`src/rtl/tlb_pkg.sv`:
```
// rtl/tlb_pkg.sv - shared TLB op encodings, entry layout and constants
package tlb_pkg;

    typedef enum logic [2:0] {
        OP_SRCH = 3'd0,
        OP_RD   = 3'd1,
        OP_WR   = 3'd2,
        OP_FILL = 3'd3,
        OP_INV  = 3'd4
    } tlb_op_e;

    typedef enum logic [1:0] {
        ST_IDLE = 2'd0,
        ST_EXEC = 2'd1,
        ST_RESP = 2'd2
    } tlb_state_e;

    localparam logic [5:0] PS_4K      = 6'd12;
    localparam logic [5:0] PS_4M      = 6'd22;
    localparam logic [5:0] ECODE_TLBR = 6'h3F;
    localparam logic [4:0] INV_OP_MAX = 5'd6;

    // One page half of an entry, bit-for-bit the TLBELO CSR image
    typedef struct packed {
        logic [23:0] ppn;
        logic        rsvd;
        logic        g;
        logic [1:0]  mat;
        logic [1:0]  plv;
        logic        d;
        logic        v;
    } tlb_page_t;

    typedef struct packed {
        logic [18:0] vppn;
        logic [5:0]  ps;
        logic        g;
        logic [9:0]  asid;
        logic        e;
        tlb_page_t   p0;
        tlb_page_t   p1;
    } tlb_entry_t;

    localparam int TLB_ENTRY_W = $bits(tlb_entry_t);

    // Fibonacci feedback masks for maximal-length LFSRs, shifting left
    function automatic logic [31:0] lfsr_taps(input int n);
        case (n)
            2:       return 32'h0000_0003;
            3:       return 32'h0000_0006;
            4:       return 32'h0000_000C;
            5:       return 32'h0000_0014;
            6:       return 32'h0000_0030;
            7:       return 32'h0000_0060;
            8:       return 32'h0000_00B8;
            9:       return 32'h0000_0110;
            10:      return 32'h0000_0240;
            default: return 32'h0000_0003;
        endcase
    endfunction

endpackage

```
`src/rtl/tlb_fill_idx_gen.sv`:
```
// rtl/tlb_fill_idx_gen.sv - fill index source: counter, or LFSR when TLB_FILL_LFSR_EN is defined
module tlb_fill_idx_gen
    import tlb_pkg::*;
#(
    parameter int IW = 4
) (
    input  logic          clk,
    input  logic          reset,
    output logic [IW-1:0] idx
);

`ifdef TLB_FILL_LFSR_EN
    logic [IW-1:0] taps;
    assign taps = IW'(lfsr_taps(IW));

    always_ff @(posedge clk) begin
        if (reset) begin
            idx <= IW'(1);
        end else begin
            idx <= {idx[IW-2:0], ^(idx & taps)};
        end
    end
`else
    always_ff @(posedge clk) begin
        if (reset) begin
            idx <= '0;
        end else begin
            idx <= idx + IW'(1);
        end
    end
`endif

endmodule

```
`src/rtl/tlb_op_unit.sv`:
```
// rtl/tlb_op_unit.sv - sequences one TLB maintenance op (search/read/write/fill/invalidate) at a time
module tlb_op_unit
    import tlb_pkg::*;
#(
    parameter  int TLBNUM = 16,
    localparam int IW     = $clog2(TLBNUM)
) (
    input  logic          clk,
    input  logic          reset,
    input  logic          req_valid,
    output logic          req_ready,
    input  logic [2:0]    req_op,
    input  logic [4:0]    req_inv_op,
    input  logic [9:0]    req_asid,
    input  logic [31:0]   req_va,
    input  logic [IW-1:0] csr_index,
    input  logic          csr_ne,
    input  logic [5:0]    csr_ps,
    input  logic [18:0]   csr_vppn,
    input  logic [9:0]    csr_asid,
    input  logic [31:0]   csr_elo0,
    input  logic [31:0]   csr_elo1,
    input  logic [5:0]    csr_ecode,
    output logic [18:0]   s_vppn,
    output logic          s_va_bit12,
    output logic [9:0]    s_asid,
    input  logic          s_found,
    input  logic [IW-1:0] s_index,
    output logic          we,
    output logic [IW-1:0] w_index,
    output tlb_entry_t    w_entry,
    output logic [IW-1:0] r_index,
    input  tlb_entry_t    r_entry,
    output logic          invtlb_valid,
    output logic [4:0]    invtlb_op,
    output logic          resp_valid,
    input  logic          resp_ready,
    output logic [2:0]    resp_op,
    output logic          resp_found,
    output logic [IW-1:0] resp_index,
    output tlb_entry_t    resp_entry,
    output logic          resp_err
);

    tlb_state_e    state_q, state_d;
    logic [2:0]    op_q;
    logic [4:0]    inv_op_q;
    logic [9:0]    asid_q;
    logic [19:0]   va_q;
    logic [IW-1:0] fill_q;
    logic [IW-1:0] fill_idx;
    logic          exec;
    logic          inv_bad;
    logic          op_reserved;
    logic          unused_va;

    assign unused_va = ^req_va[11:0];

    tlb_fill_idx_gen #(.IW(IW)) u_fill_idx (
        .clk   (clk),
        .reset (reset),
        .idx   (fill_idx)
    );

    assign exec        = (state_q == ST_EXEC);
    assign op_reserved = (op_q > OP_INV);
    assign inv_bad     = (op_q == OP_INV) && (inv_op_q > INV_OP_MAX);

    always_ff @(posedge clk) begin
        if (reset) begin
            state_q <= ST_IDLE;
        end else begin
            state_q <= state_d;
        end
    end

    always_comb begin
        state_d = state_q;
        case (state_q)
            ST_IDLE: if (req_valid) state_d = ST_EXEC;
            ST_EXEC: state_d = ST_RESP;
            ST_RESP: if (resp_ready) state_d = ST_IDLE;
            default: state_d = ST_IDLE;
        endcase
    end

    // Pulses are gated by reset so a request dropped mid-EXEC never touches the TLB
    always_comb begin
        req_ready    = (state_q == ST_IDLE);
        resp_valid   = (state_q == ST_RESP);
        we           = exec && !reset && ((op_q == OP_WR) || (op_q == OP_FILL));
        invtlb_valid = exec && !reset && (op_q == OP_INV) && !inv_bad;
        invtlb_op    = inv_op_q;
        w_index      = (op_q == OP_FILL) ? fill_q : csr_index;
        r_index      = csr_index;
        s_vppn       = '0;
        s_asid       = '0;
        s_va_bit12   = 1'b0;
        if (exec && (op_q == OP_SRCH)) begin
            s_vppn = csr_vppn;
            s_asid = csr_asid;
        end else if (exec && (op_q == OP_INV) && !inv_bad) begin
            s_vppn     = va_q[19:1];
            s_asid     = asid_q;
            s_va_bit12 = va_q[0];
        end
    end

    always_comb begin
        w_entry      = '0;
        w_entry.vppn = csr_vppn;
        w_entry.ps   = csr_ps;
        w_entry.asid = csr_asid;
        w_entry.p0   = tlb_page_t'(csr_elo0);
        w_entry.p1   = tlb_page_t'(csr_elo1);
        w_entry.g    = w_entry.p0.g & w_entry.p1.g;
        w_entry.e    = (csr_ecode == ECODE_TLBR) ? 1'b1 : ~csr_ne;
    end

    always_ff @(posedge clk) begin
        if (reset) begin
            op_q     <= '0;
            inv_op_q <= '0;
            asid_q   <= '0;
            va_q     <= '0;
            fill_q   <= '0;
        end else if (req_valid && req_ready) begin
            op_q     <= req_op;
            inv_op_q <= req_inv_op;
            asid_q   <= req_asid;
            va_q     <= req_va[31:12];
            fill_q   <= fill_idx;
        end
    end

    // Response fields load only in EXEC, so they stay frozen through RESP
    always_ff @(posedge clk) begin
        if (reset) begin
            resp_op    <= '0;
            resp_found <= 1'b0;
            resp_index <= '0;
            resp_entry <= '0;
            resp_err   <= 1'b0;
        end else if (exec) begin
            resp_op    <= op_q;
            resp_found <= (op_q == OP_SRCH) && s_found;
            resp_err   <= op_reserved || inv_bad;
            resp_entry <= ((op_q == OP_RD) && r_entry.e) ? r_entry : '0;
            case (op_q)
                OP_SRCH:      resp_index <= s_index;
                OP_RD, OP_WR: resp_index <= csr_index;
                OP_FILL:      resp_index <= fill_q;
                default:      resp_index <= '0;
            endcase
        end
    end

endmodule

```
`config.mk`:
```
export PLATFORM = sky130hd
export DESIGN_NAME = tlb_op_unit
export DESIGN_NICKNAME = d
export VERILOG_FILES = /design/src/rtl/tlb_pkg.sv /design/src/rtl/tlb_fill_idx_gen.sv /design/src/rtl/tlb_op_unit.sv
export SDC_FILE = /design/constraint.sdc
export NUM_CORES = 1
export LEC_CHECK = 0
export BUFFER_PORTS_ARGS = -buffer_cell sky130_fd_sc_hd__buf_2
export CAP_MARGIN = 15
export CELL_PAD_IN_SITES_DETAIL_PLACEMENT = 1
export CELL_PAD_IN_SITES_GLOBAL_PLACEMENT = 2
export CORE_AREA = 2 2 208 210
export CTS_CLUSTER_DIAMETER = 30
export CTS_CLUSTER_SIZE = 40
export DETAILED_ROUTE_END_ITERATION = 8
export DIE_AREA = 0 0 210 212
export PLACE_DENSITY_LB_ADDON = 0.25
export SYNTH_ARGS = -nofsm -noshare
export SYNTH_HDL_FRONTEND = slang
export SYNTH_SLANG_ARGS = --single-unit
export TNS_END_PERCENT = 100
```
`constraint.sdc`:
```
create_clock -name clk -period 2.4 [get_ports clk]
set_input_delay 0 -clock clk [delete_from_list [all_inputs] [get_ports clk]]
set_output_delay 0 -clock clk [all_outputs]
set_load 0.03 [all_outputs]
```
==> impl_metrics.py, run 1 <==
metrics = {
    "logic_synthesis": {
        "synth-seq-cells": 158,
        "synthDistinctLibCells": 35,
        "yosysWarnings": 0,
        "ys_seq_area_share_pct": 46.1,
        "synth.cell_area_um2": 6850,
        "avgSynthCellArea_um2": 9.65,
        "netlist_instances": 710,
        "syn_nets": 981,
    },
    "drt": {
        "wl_met1_um": 12300,
        "dr.pass1.iters": 4,
        "route.met3.wl_um": 2630,
        "top_layer": "met5",
        "ant_nets": 0,
        "drt-total-wl_um": 30500,
        "drc": 0,
        "wl_met2_um": 14700,
        "via_per_inst": 4.11,
        "routedWlPerCell_um": 18.4,
        "drt_iter0_drc": 239,
        "vias": 6821,
    },
    "placed_design": {
        "dp_hpwl_um": 21500,
        "portBuffers": 379,
        "pre_cts_slack_ps": 577,
        "placed_cells": 1481,
        "finalWeightedCongestion": 0.686,
    },
    "clock_network": {
        "htreeDepth": 4,
        "cts_buffers": 17,
        "clk_pin_slew_worst_paths_ps": 60,
        "clock_latency_ps": 450,
        "numClockSinks": 158,
        "clockBufferDepth": 2,
        "cts_tree": "built",
        "cts-root-buf": "clkbuf_16",
        "postCtsSetupRepairBufs": 0,
    },
    "final_layout": {
        "fin_cells": 1660,
        "flow.area_growth_from_synthesis_pct": 54.8,
        "final_nets": 1370,
        "drive_gt1_share_pct": 39.4,
    },
    "global_routing": {
        "grt_pass1_wl_um": 44400,
        "grt_use_total_pct": 13.3,
        "grt-ovfl-total": 0,
        "grt_pass1_vias": 7149,
        "grt_max_degree": 103,
        "antenna_found_initial": 3,
    },
    "floorplan": {
        "initial_utilization_pct": 16.1,
        "io_pins": 528,
        "die_width_um": 210,
        "dieArea_um2": 44500,
        "coreArea_um2": 42500,
        "die_h_um": 212,
        "rows": 76,
    },
    "critical_path": {
        "worstPathMaxFanout": 29,
        "crit_type": "flop to output port",
        "crit_end": "s_vppn[7]",
        "end_kind": "output port",
        "r2r-start": "op_q[1]",
        "start_kind": "flop",
        "rr_endpoint": "resp_index[0]",
        "cp-startpoint": "state_q[0]",
        "reg2reg_slack_ps": 560,
        "rr_worst_depth": 5,
        "required_ps": 2400,
        "critPathArrivalTime_ps": 2260,
    },
    "timing": {
        "setup_viol": 0,
        "max_freq_mhz": 442,
        "fin_skew_ps": 11.0,
        "report.final.slew_viol_count": 0,
        "rsz0062_at_grt": "false",
        "hold_ws_ps": 0.00841,
        "period_needed_ps": 2260,
        "relSlewSlack_pct": 57.2,
        "tightest_slew_ps": 642,
        "worst_slack_ps": 136,
        "layout_worst_path_cycle_share_pct": 94.3,
        "hold_viol": 0,
        "finalSetupTns_ps": 0,
    },
    "pwr": {
        "powerDensity_nw_per_um2": 620,
        "leakagePower_uw": 0.00479,
        "irDropWorstVdd_mv": 0.454,
    },
    "status": {
        "status": "finished, final reports clean",
    },
    "hold_path": {
        "min_path_type": "input port to output port",
    },
    "flow_run": {
        "maxCapViolCount": 0,
    },
}
[stage by stage]
stage | area (um^2) | total power (uW) | util [%]
2_1_floorplan | 6850 | 3540 | -
3_3_place_gp | 8580 | 3710 | 20.2
3_5_place_dp | 8580 | 3710 | 20.2
4_1_cts | 10600 | 6770 | 25.0
5_1_grt | 10600 | 6930 | 25.0
6_report | 10600 | 6580 | 25.0
[flip-flops by register name (all words and copies together) (netlist names)]
register and cells:
fill_q 4, va_q 20, resp_found 1, resp_index 4, state_q 2, resp_err 1, op_q 3, u_fill_idx.idx 4
resp_entry 101, asid_q 10, resp_op 3, invtlb_op 5
[cell usage after synthesis]
| master | instances | area share, % |
|---|---|---|
| or4_4 | 1 | 0.16 |
| nand3_1 | 1 | 0.073 |
| ha_1 | 1 | 0.18 |
| mux2i_1 | 52 | 7.6 |
| and2_1 | 4 | 0.37 |
| o21ai_0 | 1 | 0.073 |
| nor3b_1 | 1 | 0.11 |
| nor4b_4 | 1 | 0.35 |
| buf_1 | 2 | 0.11 |
| nor3_4 | 1 | 0.24 |
| nand2_1 | 3 | 0.16 |
| nor4_1 | 1 | 0.091 |
| nand3b_1 | 6 | 0.66 |
| clkbuf_1 | 41 | 2.2 |
| nand4_1 | 1 | 0.091 |
| buf_2 | 20 | 1.5 |
| buf_6 | 4 | 0.66 |
| xnor2_1 | 1 | 0.13 |
| a22oi_1 | 1 | 0.11 |
| nor2b_1 | 3 | 0.27 |
| a22o_1 | 29 | 3.7 |
| xor2_1 | 1 | 0.13 |
| mux2_2 | 8 | 1.3 |
| nor2_1 | 150 | 8.2 |
| buf_4 | 103 | 11 |
| inv_1 | 1 | 0.055 |
| a21oi_1 | 3 | 0.22 |
| and3_1 | 1 | 0.091 |
| nand2b_1 | 2 | 0.18 |
| or3_1 | 1 | 0.091 |
| o21bai_1 | 1 | 0.11 |
| dfxtp_1 | 158 | 46 |
| nor4b_1 | 1 | 0.13 |
| o21ai_1 | 4 | 0.29 |
| a32oi_1 | 101 | 13 |
[metal layers]
metal | vias to the layer above | track usage (%)
met2 | 308 | 22.3
met5 | - | 0.556
met1 | 3220 | 14.9
met3 | 56 | 5.85
li1 | 3233 | -
met4 | 4 | 5.40
[worst max-delay path, stage by stage, from the launching register on]
cell and delay [ps]:
dfxtp_1 490, nor4b_4 320, and2_1 180, buf_4 330
a22o_1 260, buf_2 220
[final cells by class]
| cell class | instances | area [um^2] |
|---|---|---|
| Inverter | 1 | 3.75 |
| Fill cell | 5013 | 31900 |
| Antenna cell | 2 | 5.00 |
| Tap cell | 546 | 683 |
| Sequential cell | 158 | 3160 |
| Multi-Input combinational cell | 381 | 2620 |
| Clock buffer | 20 | 437 |
| Clock inverter | 12 | 136 |
| Timing Repair Buffer | 540 | 3560 |
[power breakdown]
group / internal (uW) / switching [uW]
Combinational: 483 / 604
Clock: 1540 / 1220
Sequential: 2690 / 44.6
Total: 4710 / 1870
[what timing repair did]
action | CTS | global route
setup endpoints to repair | 0 | 0
hold buffers | 145 | 0
gates resized for setup | 0 | 0
hold endpoints to repair | 143 | 0
[worst min path at each step]
| stage | slack, ps | from | cells after the start | end |
|---|---|---|---|---|
| 4_1_cts | 0.2 | csr_elo1[28] | 0 | w_entry[28] |
| 3_3_place_gp | 0.2 | csr_elo1[28] | 0 | w_entry[28] |
| 5_1_grt | 0.06 | csr_elo1[18] | 0 | w_entry[18] |
| 6_report | 0.008 | csr_elo0[24] | 0 | w_entry[56] |
| 2_1_floorplan | 130 | csr_index[0] | 1 | r_index[0] |
| 3_5_place_dp | 0.2 | csr_elo1[28] | 0 | w_entry[28] |
[placed cells by master (no fill, tap or decap), types with 3 or more instances in the layout]
cell type      count
a21oi_1            3
a22o_1            29
a32oi_1          101
and2_1             3
buf_12             7
buf_2            378
buf_4              9
clkbuf_1           3
clkbuf_16         17
clkinv_4           3
clkinvlp_4         3
dfxtp_1          158
dlygate4sd3_1    145
mux2_2             8
mux2i_1           52
nand2_1            3
nand3b_1           6
nor2_1           150
nor2b_1            3
o21ai_1            4
[kinds of logic after synthesis]
group	count (synthesis)	synth area share (%)
buf+inv	171	15.8
mux	60	8.91
compound gates	140	17.4
xor+xnor	2	0.256
flops	158	46.1
simple gates	178	11.3
fa+ha+maj	1	0.183
(Power assumes the default switching activity.)
==> run 2: changes to the inputs <==
--- a/config.mk
+++ b/config.mk
@@ -15,6 +15,7 @@
 export DETAILED_ROUTE_END_ITERATION = 8
 export DIE_AREA = 0 0 210 212
 export PLACE_DENSITY_LB_ADDON = 0.25
+export REMOVE_ABC_BUFFERS = 1
 export SYNTH_ARGS = -nofsm -noshare
 export SYNTH_HDL_FRONTEND = slang
 export SYNTH_SLANG_ARGS = --single-unit
==> impl_metrics.py, run 2 (synthesized netlist as in run 1, its figures left out) <==
metrics = {
    "timing": {
        "fin_skew_ps": 14.7,
        "max_freq_mhz": 441,
        "period_needed_ps": 2270,
        "layout_worst_path_cycle_share_pct": 94.4,
        "report.final.slew_viol_count": 0,
        "tightest_slew_ps": 512,
        "rsz0062_at_grt": "false",
        "finalSetupTns_ps": 0,
        "worst_slack_ps": 134,
        "setup_viol": 0,
        "hold_viol": 0,
        "relSlewSlack_pct": 65.9,
    },
    "drt": {
        "via_per_inst": 4.23,
        "drc": 0,
        "drt-total-wl_um": 34500,
        "routedWlPerCell_um": 20.5,
        "ant_nets": 0,
        "vias": 7110,
        "dr.pass1.iters": 4,
        "drt_iter0_drc": 285,
    },
    "clock_network": {
        "clock_latency_ps": 450,
        "clk_pin_slew_worst_paths_ps": 60,
        "clockBufferDepth": 2,
        "numClockSinks": 158,
        "cts-root-buf": "clkbuf_16",
        "cts_buffers": 17,
        "cts_tree": "built",
        "htreeDepth": 4,
    },
    "pwr": {
        "powerDensity_nw_per_um2": 603,
        "p_switching_uw": 1820,
        "p_int_uw": 4720,
        "irDropWorstVdd_mv": 0.485,
        "leakagePower_uw": 0.00497,
        "fin_total_pwr_uw": 6540,
        "pwr-share-seq_pct": 41.9,
        "switching_share_pct": 27.9,
        "p_comb_share_pct": 16.6,
        "clock_power_share_pct": 41.6,
    },
    "critical_path": {
        "start_kind": "flop",
        "crit_family": "simple AND/OR/NAND/NOR gates",
        "crit_type": "flop to output port",
        "end_kind": "output port",
        "critPathArrivalTime_ps": 2270,
        "r2r-start": "op_q[0]",
        "cp.buffers_inverters": 2,
        "required_ps": 2400,
        "critical-path-max-stage-delay_ps": 570,
        "slowest_stage": "or4_4",
        "worstPathMaxFanout": 30,
        "cp-startpoint": "invtlb_op[4]",
        "cp_cell_sequence": "or4_4, nor3_4, buf_4, a22o_1, buf_2",
        "reg2reg_slack_ps": 280,
    },
    "final_layout": {
        "layout.area.seq_um2": 3160,
        "final_cell_area_um2": 10900,
        "final_nets": 1393,
        "top_register": "resp_entry",
        "layout_common_cells": "buf_2 (378), dlygate4sd3_1 (167), dfxtp_1 (158)",
        "drive_gt1_share_pct": 38.8,
        "multi_input_area_um2": 2620,
        "flow.area_growth_from_synthesis_pct": 58.4,
        "mostFrequentLayoutCell": "buf_2",
        "antennaDiodeCount": 0,
        "largest_reg_flops": 101,
        "fillers": 5026,
        "top_regs": "resp_entry x101, va_q x20, asid_q x10",
    },
    "global_routing": {
        "grt_pass1_wl_um": 48800,
        "grt-ovfl-total": 0,
        "grt_max_degree": 103,
        "grt_use_total_pct": 15.0,
        "grt_pass1_vias": 7259,
        "antenna_found_initial": 0,
    },
    "placed_design": {
        "finalWeightedCongestion": 0.707,
        "pre_cts_slack_ps": 565,
        "place_area_um2": 8580,
        "dp_hpwl_um": 24400,
        "portBuffers": 379,
    },
    "floorplan": {
        "initial_utilization_pct": 16.1,
        "dieArea_um2": 44500,
        "io_pins": 528,
        "rows": 76,
        "coreArea_um2": 42500,
        "die_h_um": 212,
        "die_width_um": 210,
    },
    "status": {
        "status": "finished, final reports clean",
    },
    "hold_path": {
        "min_path_type": "input port to output port",
        "hold_start": "csr_elo0[22]",
    },
    "flow_run": {
        "maxCapViolCount": 0,
    },
}
-- run 2: what timing repair did --
item,in CTS,in global routing
endpoints found under the hold margin,147,0
setup endpoints to repair,0,1
hold buffers,167,0
buffers inserted,0,1
gates resized for setup,0,2
-- run 2: layout make-up --
type	instances	share of cell area [%]
sequential	158	29.1
clock buffer	23	4.49
timing repair buffer	563	35.1
inverter	1	0.0346
multi-input combinational	381	24.2
clock inverter	9	0.784
tap	546	6.29
-- run 2: metal layers --
metal	GRT usage (%)	part of all wire [%]	vias to the layer above
li1	-	-	3271
met1	17.0	42	3379
met2	21.9	42	418
met3	10.5	14	34
met4	4.38	1.4	8
met5	5.01	0.89	-
-- run 2: worst register-to-register path: stages, from the launching register on --
cell,delay (ps)
dfxtp_1,350
buf_4,200
and2_4,400
buf_12,310
a32oi_1,160
nor2_1,110
dlygate4sd3_1,560
-- run 2: final timing paths --
| path | cells after the start | endpoint |
|---|---|---|
| min | 0 | w_entry[54] |
| max | 5 | s_vppn[16] |
| max reg2reg | 6 | resp_entry[21] |
| min reg2reg | 2 | resp_op[2] |
-- run 2: power by group through the flow --
stage | Clock, uW | Sequential, uW | Combinational (uW)
floorplan | 0 | 2830 | 346
global placement | 0 | 2800 | 885
detailed placement | 0 | 2800 | 887
CTS | 2860 | 2740 | 1090
global route | 2950 | 2750 | 1170
finish | 2720 | 2740 | 1080
-- run 2: stage by stage --
stage	util (%)	std cells	hold slack [ps]
after global placement	20.2	1480	0.240
after floorplan	-	540	0
final	25.5	1681	0.226
after detailed placement	20.2	1480	0.240
after CTS	25.5	1679	0.240
after global routing	25.5	1681	0.177
==> run 3: changes to the inputs <==
--- a/config.mk
+++ b/config.mk
@@ -9,11 +9,11 @@
 export CAP_MARGIN = 15
 export CELL_PAD_IN_SITES_DETAIL_PLACEMENT = 1
 export CELL_PAD_IN_SITES_GLOBAL_PLACEMENT = 2
-export CORE_AREA = 2 2 208 210
+export CORE_AREA = 2 2 207 209
 export CTS_CLUSTER_DIAMETER = 30
 export CTS_CLUSTER_SIZE = 40
 export DETAILED_ROUTE_END_ITERATION = 8
-export DIE_AREA = 0 0 210 212
+export DIE_AREA = 0 0 209 211
 export PLACE_DENSITY_LB_ADDON = 0.25
 export REMOVE_ABC_BUFFERS = 1
 export SYNTH_ARGS = -nofsm -noshare
==> constraint.sdc (replaced) <==
create_clock -name clk -period 2.35 [get_ports clk]
set_input_delay 0 -clock clk [delete_from_list [all_inputs] [get_ports clk]]
set_output_delay 0 -clock clk [all_outputs]
set_load 0.03 [all_outputs]
==> impl_metrics.py, run 3 (synthesized netlist as in run 1, its figures left out) <==
metrics = {
    "status": {
        "status": "finished, final reports clean",
    },
    "timing": {
        "relSlewSlack_pct": 61.5,
        "layout_worst_path_cycle_share_pct": 93.1,
        "fin_skew_ps": 7.54,
        "max_freq_mhz": 457,
        "finalSetupTns_ps": 0,
        "worst_slack_ps": 162,
        "hold_viol": 0,
        "report.final.slew_viol_count": 0,
        "tightest_slew_ps": 578,
        "rsz0062_at_grt": "false",
        "period_needed_ps": 2190,
        "setup_viol": 0,
    },
    "final_layout": {
        "antennaDiodeCount": 0,
        "largest_reg_flops": 101,
        "mostFrequentLayoutCell": "buf_2",
        "final_core_utilization_pct": 25.6,
        "final_nets": 1373,
        "flow.area_growth_from_synthesis_pct": 55.9,
        "drive_gt1_share_pct": 39.5,
        "fillers": 4926,
        "layout_common_cells": "buf_2 (378), dfxtp_1 (158), nor2_1 (150)",
        "fin_cells": 1654,
        "top_regs": "resp_entry x101, va_q x20, asid_q x10",
        "top_register": "resp_entry",
    },
    "critical_path": {
        "critical-path-max-stage-delay_ps": 570,
        "crit_family": "simple AND/OR/NAND/NOR gates",
        "reg2reg_slack_ps": 220,
        "slowest_stage": "or4_4",
        "worstPathMaxFanout": 30,
        "required_ps": 2350,
        "crit_type": "flop to output port",
        "r2r-start": "state_q[0]",
        "rr_worst_depth": 6,
        "cp.buffers_inverters": 2,
        "cp_cell_sequence": "or4_4, nor3_4, buf_6, and2_1, buf_2",
        "rr_endpoint": "resp_entry[30]",
        "critPathArrivalTime_ps": 2190,
        "start_kind": "flop",
        "end_kind": "output port",
    },
    "pwr": {
        "irDropWorstVdd_mv": 0.468,
        "powerDensity_nw_per_um2": 648,
        "leakagePower_uw": 0.00485,
        "fin_total_pwr_uw": 6920,
    },
    "drt": {
        "dr.pass1.iters": 4,
        "ant_nets": 0,
        "via_per_inst": 4.24,
        "vias": 7007,
        "drc": 0,
        "drt_iter0_drc": 299,
        "drt-total-wl_um": 38200,
        "routedWlPerCell_um": 23.1,
    },
    "floorplan": {
        "initial_utilization_pct": 16.4,
        "dieArea_um2": 44100,
        "die_h_um": 211,
        "die_width_um": 209,
        "io_pins": 528,
        "rows": 75,
        "coreArea_um2": 41800,
    },
    "clock_network": {
        "cts_tree": "built",
        "cts-root-buf": "clkbuf_16",
        "numClockSinks": 158,
        "cts_buffers": 17,
        "clock_latency_ps": 440,
        "clk_pin_slew_worst_paths_ps": 70,
        "htreeDepth": 4,
        "clockBufferDepth": 2,
    },
    "hold_path": {
        "min_path_cells": 0,
        "min_to": "w_entry[10]",
        "hold_start": "csr_elo1[10]",
        "min_path_type": "input port to output port",
    },
    "global_routing": {
        "grt_max_degree": 67,
        "antenna_found_initial": 0,
        "grt_pass1_vias": 7222,
        "grt-ovfl-total": 0,
        "grt_use_total_pct": 16.9,
        "grt_pass1_wl_um": 52900,
    },
    "placed_design": {
        "portBuffers": 379,
        "pre_cts_slack_ps": 555,
        "finalWeightedCongestion": 0.730,
        "placed_cells": 1473,
        "dp_hpwl_um": 28800,
    },
    "flow_run": {
        "maxCapViolCount": 0,
    },
}
[run 3: cell count changes in the layout (fill, tap and decap cells not counted)]
cell           previous run  this run
clkinv_4                  2         3
dlygate4sd3_1           167       148
clkbuf_1                  2         1
buf_4                     8         9
buf_6                     2         1
clkbuf_16                18        17
clkinv_2                  3         0
bufinv_16                 1         3
clkbuf_8                  4         3
inv_6                     0         2
[run 3: metal layers]
metal | GRT usage, % | vias to the layer above | share of wire (%)
li1 | - | 3225 | -
met3 | 12.9 | 35 | 16
met5 | 5.12 | - | 0.86
met4 | 4.14 | 8 | 1.4
met1 | 17.0 | 3339 | 36
met2 | 27.1 | 400 | 46
[run 3: report_power, final]
| group | total, uW | switching (uW) | internal [uW] |
|---|---|---|---|
| clock network | 3040 | 1260 | 1770 |
| logic | 1090 | 599 | 494 |
| registers | 2790 | 48.1 | 2750 |
| total | 6920 | 1910 | 5010 |
[run 3: per-stage QoR]
stage | hold WS [ps] | area [um^2]
6_report | 0.0393 | 10700
5_1_grt | 0.182 | 10700
4_1_cts | 0.205 | 10700
3_5_place_dp | 0.205 | 8560
3_3_place_gp | 0.205 | 8560
2_1_floorplan | 0 | 5770
[run 3: worst max path at each step]
| stage | to | slack, ps | start | depth (start not counted) |
|---|---|---|---|---|
| floorplan | asid_q[0] | -3030 | state_q[1] | 3 |
| global placement | s_vppn[0] | 570 | invtlb_op[4] | 5 |
| detailed placement | s_va_bit12 | 550 | invtlb_op[4] | 5 |
| CTS | s_va_bit12 | 50 | invtlb_op[4] | 5 |
| global route | s_vppn[4] | 30 | state_q[0] | 5 |
| finish | s_va_bit12 | 160 | invtlb_op[4] | 5 |
[run 3: cell type report]
class                      instances  area (um^2)  area share, %
clock buffer                      21          470           4.40
clock inverter                    11          156           1.46
inverter                           1         3.75         0.0351
multi-input combinational        381         2620           24.5
sequential                       158         3160           29.6
tap                              539          674           6.31
timing repair buffer             543         3590           33.6
[run 3: worst register-to-register path, stage by stage (launching register included)]
cell and delay (ps):
dfxtp_1 480, nor4b_4 320, buf_4 180, buf_12 240, a32oi_1 180, nor2_1 110, dlygate4sd3_1 560
[run 3: what timing repair did]
item	4_1_cts	5_1_grt
hold endpoints to repair	144	0
setup endpoints to repair	0	30
resized for setup	0	1
setup buffers	0	1
hold buffers	148	0
